**src/rtl/pipe_stage_reg.sv**
```systemverilog
// pipe_stage_reg
//   Valid/ready pipeline register with one-cycle latency. With the skid
//   entry enabled the stage holds up to two beats so in_ready can come
//   straight from a flop; without it the stage holds one beat and in_ready
//   is derived combinationally from out_ready.
//
// Configuration macro:
//   PIPE_STAGE_SKID_EN  defined   -> two-entry stage (EMPTY/ONE/TWO), registered in_ready
//                       undefined -> single-entry stage (EMPTY/ONE), in_ready = out_ready | ~out_valid
//
// Parameters:
//   WIDTH  payload width in bits
//   NOP    value presented on out_data while out_valid is 0
//   CNT_W  width of the saturating flush counter
//
// Ports:
//   clk        clock, all state updates on rising edge
//   rst        synchronous active-low reset
//   flush      discard all stored beats and any beat offered this cycle
//   in_valid   upstream beat present
//   in_ready   stage can accept a beat
//   in_data    upstream payload
//   out_valid  downstream beat present
//   out_ready  downstream accepts the beat
//   out_data   downstream payload (NOP when out_valid is 0)
//   occupancy  number of stored beats
//   flush_cnt  saturating count of stored beats discarded by flush

module pipe_stage_reg #(
  parameter int unsigned           WIDTH = 32,
  parameter logic [WIDTH-1:0]      NOP   = '0,
  parameter int unsigned           CNT_W = 8
) (
  input  logic             clk,
  input  logic             rst,
  input  logic             flush,
  input  logic             in_valid,
  output logic             in_ready,
  input  logic [WIDTH-1:0] in_data,
  output logic             out_valid,
  input  logic             out_ready,
  output logic [WIDTH-1:0] out_data,
  output logic [1:0]       occupancy,
  output logic [CNT_W-1:0] flush_cnt
);

`ifdef PIPE_STAGE_SKID_EN

  typedef enum logic [1:0] {
    EMPTY = 2'd0,
    ONE   = 2'd1,
    TWO   = 2'd2
  } state_e;

  state_e             state_q, state_d;
  logic [WIDTH-1:0]   main_q, main_d;
  logic [WIDTH-1:0]   skid_q, skid_d;
  logic               in_ready_q, in_ready_d;
  logic               out_valid_q, out_valid_d;
  logic [CNT_W-1:0]   flush_cnt_q, flush_cnt_d;

  logic               accept;
  logic               pop;
  logic [1:0]         stored;
  logic [CNT_W:0]     cnt_sum;

  always_comb begin
    state_d     = state_q;
    main_d      = main_q;
    skid_d      = skid_q;
    flush_cnt_d = flush_cnt_q;
    stored      = 2'd0;
    cnt_sum     = '0;

    accept = in_valid & in_ready_q;
    pop    = out_valid_q & out_ready;

    case (state_q)
      EMPTY: begin
        stored = 2'd0;
        if (accept) begin
          state_d = ONE;
          main_d  = in_data;
        end
      end
      ONE: begin
        stored = 2'd1;
        if (accept && !pop) begin
          state_d = TWO;
          skid_d  = in_data;
        end else if (accept && pop) begin
          main_d  = in_data;
        end else if (pop) begin
          state_d = EMPTY;
        end
      end
      TWO: begin
        stored = 2'd2;
        // in_ready_q is 0 here, so only a pop can happen
        if (pop) begin
          state_d = ONE;
          main_d  = skid_q;
        end
      end
      default: begin
        stored  = 2'd0;
        state_d = EMPTY;
      end
    endcase

    if (flush) begin
      // The beat offered alongside flush is dropped and not counted
      state_d = EMPTY;
      main_d  = main_q;
      skid_d  = skid_q;
      cnt_sum = {1'b0, flush_cnt_q} + (CNT_W+1)'(stored);
      flush_cnt_d = cnt_sum[CNT_W] ? '1 : cnt_sum[CNT_W-1:0];
    end

    // Registered handshake outputs follow the state being entered
    in_ready_d  = (state_d != TWO);
    out_valid_d = (state_d != EMPTY);
  end

  always_ff @(posedge clk) begin
    if (!rst) begin
      state_q     <= EMPTY;
      main_q      <= NOP;
      skid_q      <= NOP;
      in_ready_q  <= 1'b1;
      out_valid_q <= 1'b0;
      flush_cnt_q <= '0;
    end else begin
      state_q     <= state_d;
      main_q      <= main_d;
      skid_q      <= skid_d;
      in_ready_q  <= in_ready_d;
      out_valid_q <= out_valid_d;
      flush_cnt_q <= flush_cnt_d;
    end
  end

  always_comb begin
    case (state_q)
      ONE:     occupancy = 2'd1;
      TWO:     occupancy = 2'd2;
      default: occupancy = 2'd0;
    endcase
  end

  assign in_ready  = in_ready_q;
  assign out_valid = out_valid_q;
  assign out_data  = out_valid_q ? main_q : NOP;
  assign flush_cnt = flush_cnt_q;

`else

  typedef enum logic {
    EMPTY = 1'b0,
    ONE   = 1'b1
  } state_e;

  state_e             state_q, state_d;
  logic [WIDTH-1:0]   main_q, main_d;
  logic               out_valid_q, out_valid_d;
  logic [CNT_W-1:0]   flush_cnt_q, flush_cnt_d;

  logic               in_ready_c;
  logic               accept;
  logic               pop;
  logic [1:0]         stored;
  logic [CNT_W:0]     cnt_sum;

  // Without a skid entry the stage can only take a beat when it is empty
  // or the held beat leaves in the same cycle.
  assign in_ready_c = out_ready | ~out_valid_q;

  always_comb begin
    state_d     = state_q;
    main_d      = main_q;
    flush_cnt_d = flush_cnt_q;
    stored      = 2'd0;
    cnt_sum     = '0;

    accept = in_valid & in_ready_c;
    pop    = out_valid_q & out_ready;

    case (state_q)
      EMPTY: begin
        stored = 2'd0;
        if (accept) begin
          state_d = ONE;
          main_d  = in_data;
        end
      end
      ONE: begin
        stored = 2'd1;
        // accept without pop cannot occur: in_ready_c is 0 then
        if (accept) begin
          main_d  = in_data;
        end else if (pop) begin
          state_d = EMPTY;
        end
      end
      default: begin
        stored  = 2'd0;
        state_d = EMPTY;
      end
    endcase

    if (flush) begin
      state_d = EMPTY;
      main_d  = main_q;
      cnt_sum = {1'b0, flush_cnt_q} + (CNT_W+1)'(stored);
      flush_cnt_d = cnt_sum[CNT_W] ? '1 : cnt_sum[CNT_W-1:0];
    end

    out_valid_d = (state_d != EMPTY);
  end

  always_ff @(posedge clk) begin
    if (!rst) begin
      state_q     <= EMPTY;
      main_q      <= NOP;
      out_valid_q <= 1'b0;
      flush_cnt_q <= '0;
    end else begin
      state_q     <= state_d;
      main_q      <= main_d;
      out_valid_q <= out_valid_d;
      flush_cnt_q <= flush_cnt_d;
    end
  end

  assign occupancy = {1'b0, (state_q == ONE)};
  assign in_ready  = in_ready_c;
  assign out_valid = out_valid_q;
  assign out_data  = out_valid_q ? main_q : NOP;
  assign flush_cnt = flush_cnt_q;

`endif

endmodule
```
**config.mk**
```make
export PLATFORM = sky130hd
export DESIGN_NAME = pipe_stage_reg
export DESIGN_NICKNAME = d
export VERILOG_FILES = /design/src/rtl/pipe_stage_reg.sv
export SDC_FILE = /design/constraint.sdc
export NUM_CORES = 1
export LEC_CHECK = 0
export CORE_AREA = 2 2 69 71
export CTS_CLUSTER_SIZE = 20
export DETAILED_ROUTE_END_ITERATION = 12
export DIE_AREA = 0 0 71 73
export PLACE_DENSITY = 0.81
export SLEW_MARGIN = 20
export SYNTH_ARGS = -nofsm -noshare
export SYNTH_HDL_FRONTEND = slang
export SYNTH_SLANG_ARGS = --single-unit
export TNS_END_PERCENT = 30
```
**constraint.sdc**
```tcl
create_clock -name clk -period 3 [get_ports clk]
set_clock_uncertainty 0.1 [all_clocks]
set_input_delay 0.75 -clock clk [delete_from_list [all_inputs] [get_ports clk]]
set_output_delay 0.75 -clock clk [all_outputs]
set_load 0.03 [all_outputs]
```
=== After elaboration in Yosys (flattened, before gate mapping) ===
Cells that the tools add are included.

* Bits in registers: 41
* Bits of input ports: 37
* Output and inout port bits: 44
* Word-level logic and storage cells: 20

* Add/sub/neg operators: 1
* Multiplexer cells: 8
* Bitwise logic cells: 6
* Reductions and logical operators: 2

{| class="wikitable"
|+ Operator list
! kind !! number
|-
| $mux W32 || 2
|-
| $add A8 B2 Y9 || 1
|-
| $mux W8 || 1
|-
| $pmux W2 S2 || 1
|-
| $mux W1 || 3
|-
| $not A1 Y1 || 3
|-
| $and A1 B1 Y1 || 2
|-
| $pmux W1 S2 || 1
|-
| $reduce_and A2 Y1 || 1
|-
| $reduce_or A2 Y1 || 1
|-
| $or A1 B1 Y1 || 1
|}

=== Depth between registers and ports, before layout ===
* Depth after elaboration: 5
* Mapped depth: 5
* Depth with buffers taken out: 5

=== Worst setup path after synthesis ===
OpenSTA, ideal clock, no wires.

* Kind: input to output
* From: input out_ready
* To: output in_ready
* Arrival: 1268 ps
* Required time: 2150 ps
* Setup slack: 882 ps
* Cell stages on the path: 3
* Buffers on the path: 1
* Cell sequence: and2b_4 -> inv_2 -> buf_2

* Cells in the longest elaborated chain, start to end: 1

{| class="wikitable"
|+ Ends and longest elaborated chain
! item !! RTL line !! RTL
|-
| start, declared || 41 || <nowiki>input logic out_ready,</nowiki>
|-
| $or A1 B1 Y1 || 176 || <nowiki>assign in_ready_c = out_ready | ~out_valid_q;</nowiki>
|-
| end, declared || 38 || <nowiki>output logic in_ready,</nowiki>
|}

No other way between the ends.

=== Final worst setup path ===
* From: register out_valid_q, in the netlist out_valid
* To: output out_data[7]

* Cells in the longest elaborated chain, start to end: 1

{| class="wikitable"
|+ Ends and longest elaborated chain
! item !! RTL line !! RTL
|-
| start, declared || 165 || <nowiki>logic out_valid_q, out_valid_d;</nowiki>
|-
| start signal, assigned || 230 || <nowiki>out_valid_q <= out_valid_d;</nowiki>
|-
| $mux W32 || 238 || <nowiki>assign out_data = out_valid_q ? main_q : NOP;</nowiki>
|-
| end, declared || 42 || <nowiki>output logic [WIDTH-1:0] out_data,</nowiki>
|}

No other way between the ends.

==> impl_results.html <==
<table>
<tr><th>Metric</th><th>Value</th></tr>
<tr><th colspan="2">Run status</th></tr>
<tr><td>Status</td><td>finished clean</td></tr>
<tr><th colspan="2">Yosys</th></tr>
<tr><td>Count of warnings emitted by yosys</td><td>0</td></tr>
<tr><td>Synthesized area per cell</td><td>8.22 µm²</td></tr>
<tr><td>Count of distinct cell types in the synthesized netlist</td><td>34</td></tr>
<tr><td>Part of the Yosys area used for sequential elements</td><td>0.429</td></tr>
<tr><td>Number of enable flip-flop cells after synthesis</td><td>0</td></tr>
<tr><td>FFs w/ async S/R, synth</td><td>0</td></tr>
<tr><td>Leading register cell type out of synthesis</td><td>sky130_fd_sc_hd__dfxtp_1</td></tr>
<tr><td>Synth Net Count</td><td>272</td></tr>
<tr><td>Cells after Synth</td><td>233</td></tr>
<tr><td>Number of synthesized register bits</td><td>41</td></tr>
<tr><td>Synthesized area</td><td>1910 µm²</td></tr>
<tr><th colspan="2">Layout</th></tr>
<tr><td>Nets</td><td>344</td></tr>
<tr><td>Fraction of layout cells with a size suffix above 1</td><td>0.0918</td></tr>
<tr><td>Cell Count, Final, Fillers Out</td><td>359</td></tr>
<tr><td>Signed area change from the synthesized netlist to the final layout</td><td>48.7%</td></tr>
<tr><td>Diode insertion count for antenna repair</td><td>0</td></tr>
<tr><td>Final cell utilization of the core</td><td>0.628</td></tr>
<tr><th colspan="2">Clock network</th></tr>
<tr><td>Clock-pin slew on the worst setup and hold paths</td><td>80 ps</td></tr>
<tr><td>Number of buffers inserted for hold repair after clock tree synthesis</td><td>0</td></tr>
<tr><td>CTS root buffer</td><td>sky130_fd_sc_hd__clkbuf_8</td></tr>
<tr><td>CTS H-tree depth</td><td>2</td></tr>
<tr><td>CTS resizes</td><td>0</td></tr>
<tr><td>Sink count of the clock tree</td><td>41</td></tr>
<tr><td>TritonCTS clock tree</td><td>yes</td></tr>
<tr><td>Clock Latency Late Sink</td><td>290 ps</td></tr>
<tr><td>Maximum number of buffers from clock root to sink</td><td>2</td></tr>
<tr><td>Num CTS Buffers</td><td>5</td></tr>
<tr><td>Number of buffers inserted to repair setup after CTS</td><td>0</td></tr>
<tr><th colspan="2">Placement</th></tr>
<tr><td>Number of cells in the design after placement</td><td>352</td></tr>
<tr><td>Hpwl dp</td><td>3550 µm</td></tr>
<tr><td>Gp weighted congestion</td><td>0.762</td></tr>
<tr><td>Setup WS pre-CTS</td><td>561 ps</td></tr>
<tr><td>PortBufs</td><td>79</td></tr>
<tr><th colspan="2">Setup path</th></tr>
<tr><td>Standard cell with the maximum stage delay on the critical path</td><td>sky130_fd_sc_hd__clkdlybuf4s50_1</td></tr>
<tr><td>Critical path's largest stage delay</td><td>680 ps</td></tr>
<tr><td>List of cells traversed by the critical path</td><td>buf_4 -&gt; and2_1 -&gt; clkdlybuf4s50_1</td></tr>
<tr><td>Crit path launch type</td><td>register</td></tr>
<tr><td>Arrival time worst endpoint</td><td>1680 ps</td></tr>
<tr><td>Worst Setup End Kind</td><td>output port</td></tr>
<tr><td>CP Data Required Time</td><td>2150 ps</td></tr>
<tr><td>Max Fanout on Critical Path</td><td>24</td></tr>
<tr><td>Category of the most critical setup path</td><td>reg -&gt; out</td></tr>
<tr><td>FF-to-FF path depth</td><td>6</td></tr>
<tr><th colspan="2">Floorplan</th></tr>
<tr><td>Placeable Area</td><td>4540 µm²</td></tr>
<tr><td>Die H</td><td>73 µm</td></tr>
<tr><td>Die Area</td><td>5180 µm²</td></tr>
<tr><td>Starting density of the core</td><td>0.422</td></tr>
<tr><td>Total number of placement rows</td><td>25</td></tr>
<tr><td>IO Pins</td><td>81</td></tr>
<tr><td>X dimension of the die</td><td>71 µm</td></tr>
<tr><th colspan="2">Timing</th></tr>
<tr><td>Pin slew with the least headroom to its limit</td><td>564 ps</td></tr>
<tr><td>RSZ-0062 raised after global routing</td><td>false</td></tr>
<tr><td>Min cycle time layout</td><td>2530 ps</td></tr>
<tr><td>Tightest slew margin relative to the limit</td><td>0.624</td></tr>
<tr><td>Final clock period utilization by the worst path</td><td>0.843</td></tr>
<tr><td>Final setup slack of the worst path</td><td>470 ps</td></tr>
<tr><td>Setup-violating endpoint count in the final report</td><td>0</td></tr>
<tr><td>Fin. Hold Viols</td><td>0</td></tr>
<tr><td>Max Clk Rate</td><td>0.395 GHz</td></tr>
<tr><td>Total Negative Setup Slacks</td><td>0 ps</td></tr>
<tr><td>Final max-slew violation count</td><td>0</td></tr>
<tr><th colspan="2">Global route</th></tr>
<tr><td>Global route total overflow</td><td>0</td></tr>
<tr><td>Number of global-route vias before repair</td><td>1882</td></tr>
<tr><td>Wire length of the first global-routing pass</td><td>8380 µm</td></tr>
<tr><td>Antenna violations before repair</td><td>0</td></tr>
<tr><td>Pin count of the biggest net entering global routing</td><td>34</td></tr>
<tr><td>Total routing usage reported by global routing</td><td>0.201</td></tr>
<tr><th colspan="2">Pwr</th></tr>
<tr><td>VDD IR-drop max</td><td>0.290 mV</td></tr>
<tr><td>PnR Total Power</td><td>1160 µW</td></tr>
<tr><td>Cell Pwr Density</td><td>407 nW/µm²</td></tr>
<tr><td>Leakage dissipation</td><td>0.00103 µW</td></tr>
<tr><th colspan="2">Drt</th></tr>
<tr><td>Wire length after detailed routing</td><td>5120 µm</td></tr>
<tr><td>Number of nets with antenna violations after routing</td><td>0</td></tr>
<tr><td>DRC</td><td>0</td></tr>
<tr><td>Starting DRT DRC Count</td><td>150</td></tr>
<tr><td>Detailed-route wire length per cell</td><td>14.3 µm</td></tr>
<tr><td>Number of detailed-route iterations in the first pass</td><td>4</td></tr>
<tr><td>Number of vias after detailed routing</td><td>1929</td></tr>
<tr><td>Via count normalized by instance count</td><td>5.37</td></tr>
<tr><th colspan="2">Hold path</th></tr>
<tr><td>Worst hold path class</td><td>reg -&gt; reg</td></tr>
<tr><td>Hold path depth</td><td>2</td></tr>
<tr><th colspan="2">Run</th></tr>
<tr><td>MaxCap Viol Count</td><td>0</td></tr>
</table>
## synth_stat cells, types with 3 or more instances
library cell | n | area (µm²)
sky130_fd_sc_hd__o21ai_1 | 4 | 20.0
sky130_fd_sc_hd__dfxtp_1 | 41 | 821
sky130_fd_sc_hd__o21ai_0 | 31 | 155
sky130_fd_sc_hd__and2_1 | 32 | 200
sky130_fd_sc_hd__nand3_1 | 33 | 165
sky130_fd_sc_hd__buf_2 | 11 | 55.1
sky130_fd_sc_hd__clkbuf_1 | 8 | 30.0
sky130_fd_sc_hd__a31oi_1 | 4 | 25.0
sky130_fd_sc_hd__inv_1 | 3 | 11.3
sky130_fd_sc_hd__a21oi_1 | 35 | 175
## placed cells by master (no fill, tap or decap), types with 3 or more instances in the layout
cell type	instances
sky130_fd_sc_hd__o21ai_0	31
sky130_fd_sc_hd__and2_1	32
sky130_fd_sc_hd__nand3_1	33
sky130_fd_sc_hd__o21ai_1	4
sky130_fd_sc_hd__a21oi_1	35
sky130_fd_sc_hd__buf_4	9
sky130_fd_sc_hd__inv_1	3
sky130_fd_sc_hd__a31oi_1	4
sky130_fd_sc_hd__clkbuf_8	5
sky130_fd_sc_hd__dfxtp_1	41
sky130_fd_sc_hd__clkdlybuf4s50_1	78
## path summary, 6_finish.rpt
path             endpoint        from  slack, ps
max           out_data[7]   out_valid        470
min            main_q[26]  main_q[26]        370
max reg2reg  flush_cnt[2]   out_valid       1200
min reg2reg    main_q[26]  main_q[26]        370
## critical path: cells and delay by family (launching register included)
family                 cells  cell delay, ps
buffers and inverters      2             900
DFF                        1             330
and+or+nand+nor            1             150
## routing by layer
layer / GRT usage / vias to the layer above / routed length (µm)
li1: - / 959 / -
met1: 0.240 / 902 / 2250
met2: 0.354 / 61 / 2480
met3: 0.0539 / 7 / 322
met4: 0.0608 / 0 / 69
met5: 0 / - / 0
## per-stage QoR
stage	hold slack, ps	cell area [µm²]
2_1_floorplan	349	1910
5_1_grt	399	2850
3_5_place_dp	363	2740
6_report	371	2850
3_3_place_gp	356	2740
4_1_cts	373	2850
## logic make-up (layout without fill, tap and decap cells)
family,after synthesis,after routing,synth area share
and+or+nand+nor,83,83,0.267
AOI/OAI and AO/OA,78,78,0.220
other,1,1,0.00196
adders and majority gates,2,2,0.0131
buffers and inverters,27,99,0.0654
DFF,41,41,0.429
xor gates and xnor gates,1,1,0.00458
## flip-flops by register name, indices dropped and copies added, names as in the netlist
| register | cells |
|---|---|
| flush_cnt | 8 |
| main_q | 32 |
| out_valid | 1 |
## cell type report
type                    count  area (µm²)
clock inverters             2        35.0
flip-flops and latches     41         821
clock buffers               5        68.8
well taps                  54        67.6
fillers                   414        1690
repair buffers             88         868
inverters                   4        15.0
multi-input cells         165         971
## power breakdown
group | switching [µW] | total, µW | internal [µW] | leakage [µW]
clock network | 178 | 419 | 242 | 0.0000540
registers | 9.43 | 576 | 566 | 0.000335
logic | 81.5 | 165 | 83.3 | 0.000638
Note: power is estimated with default switching activity, not from simulation.
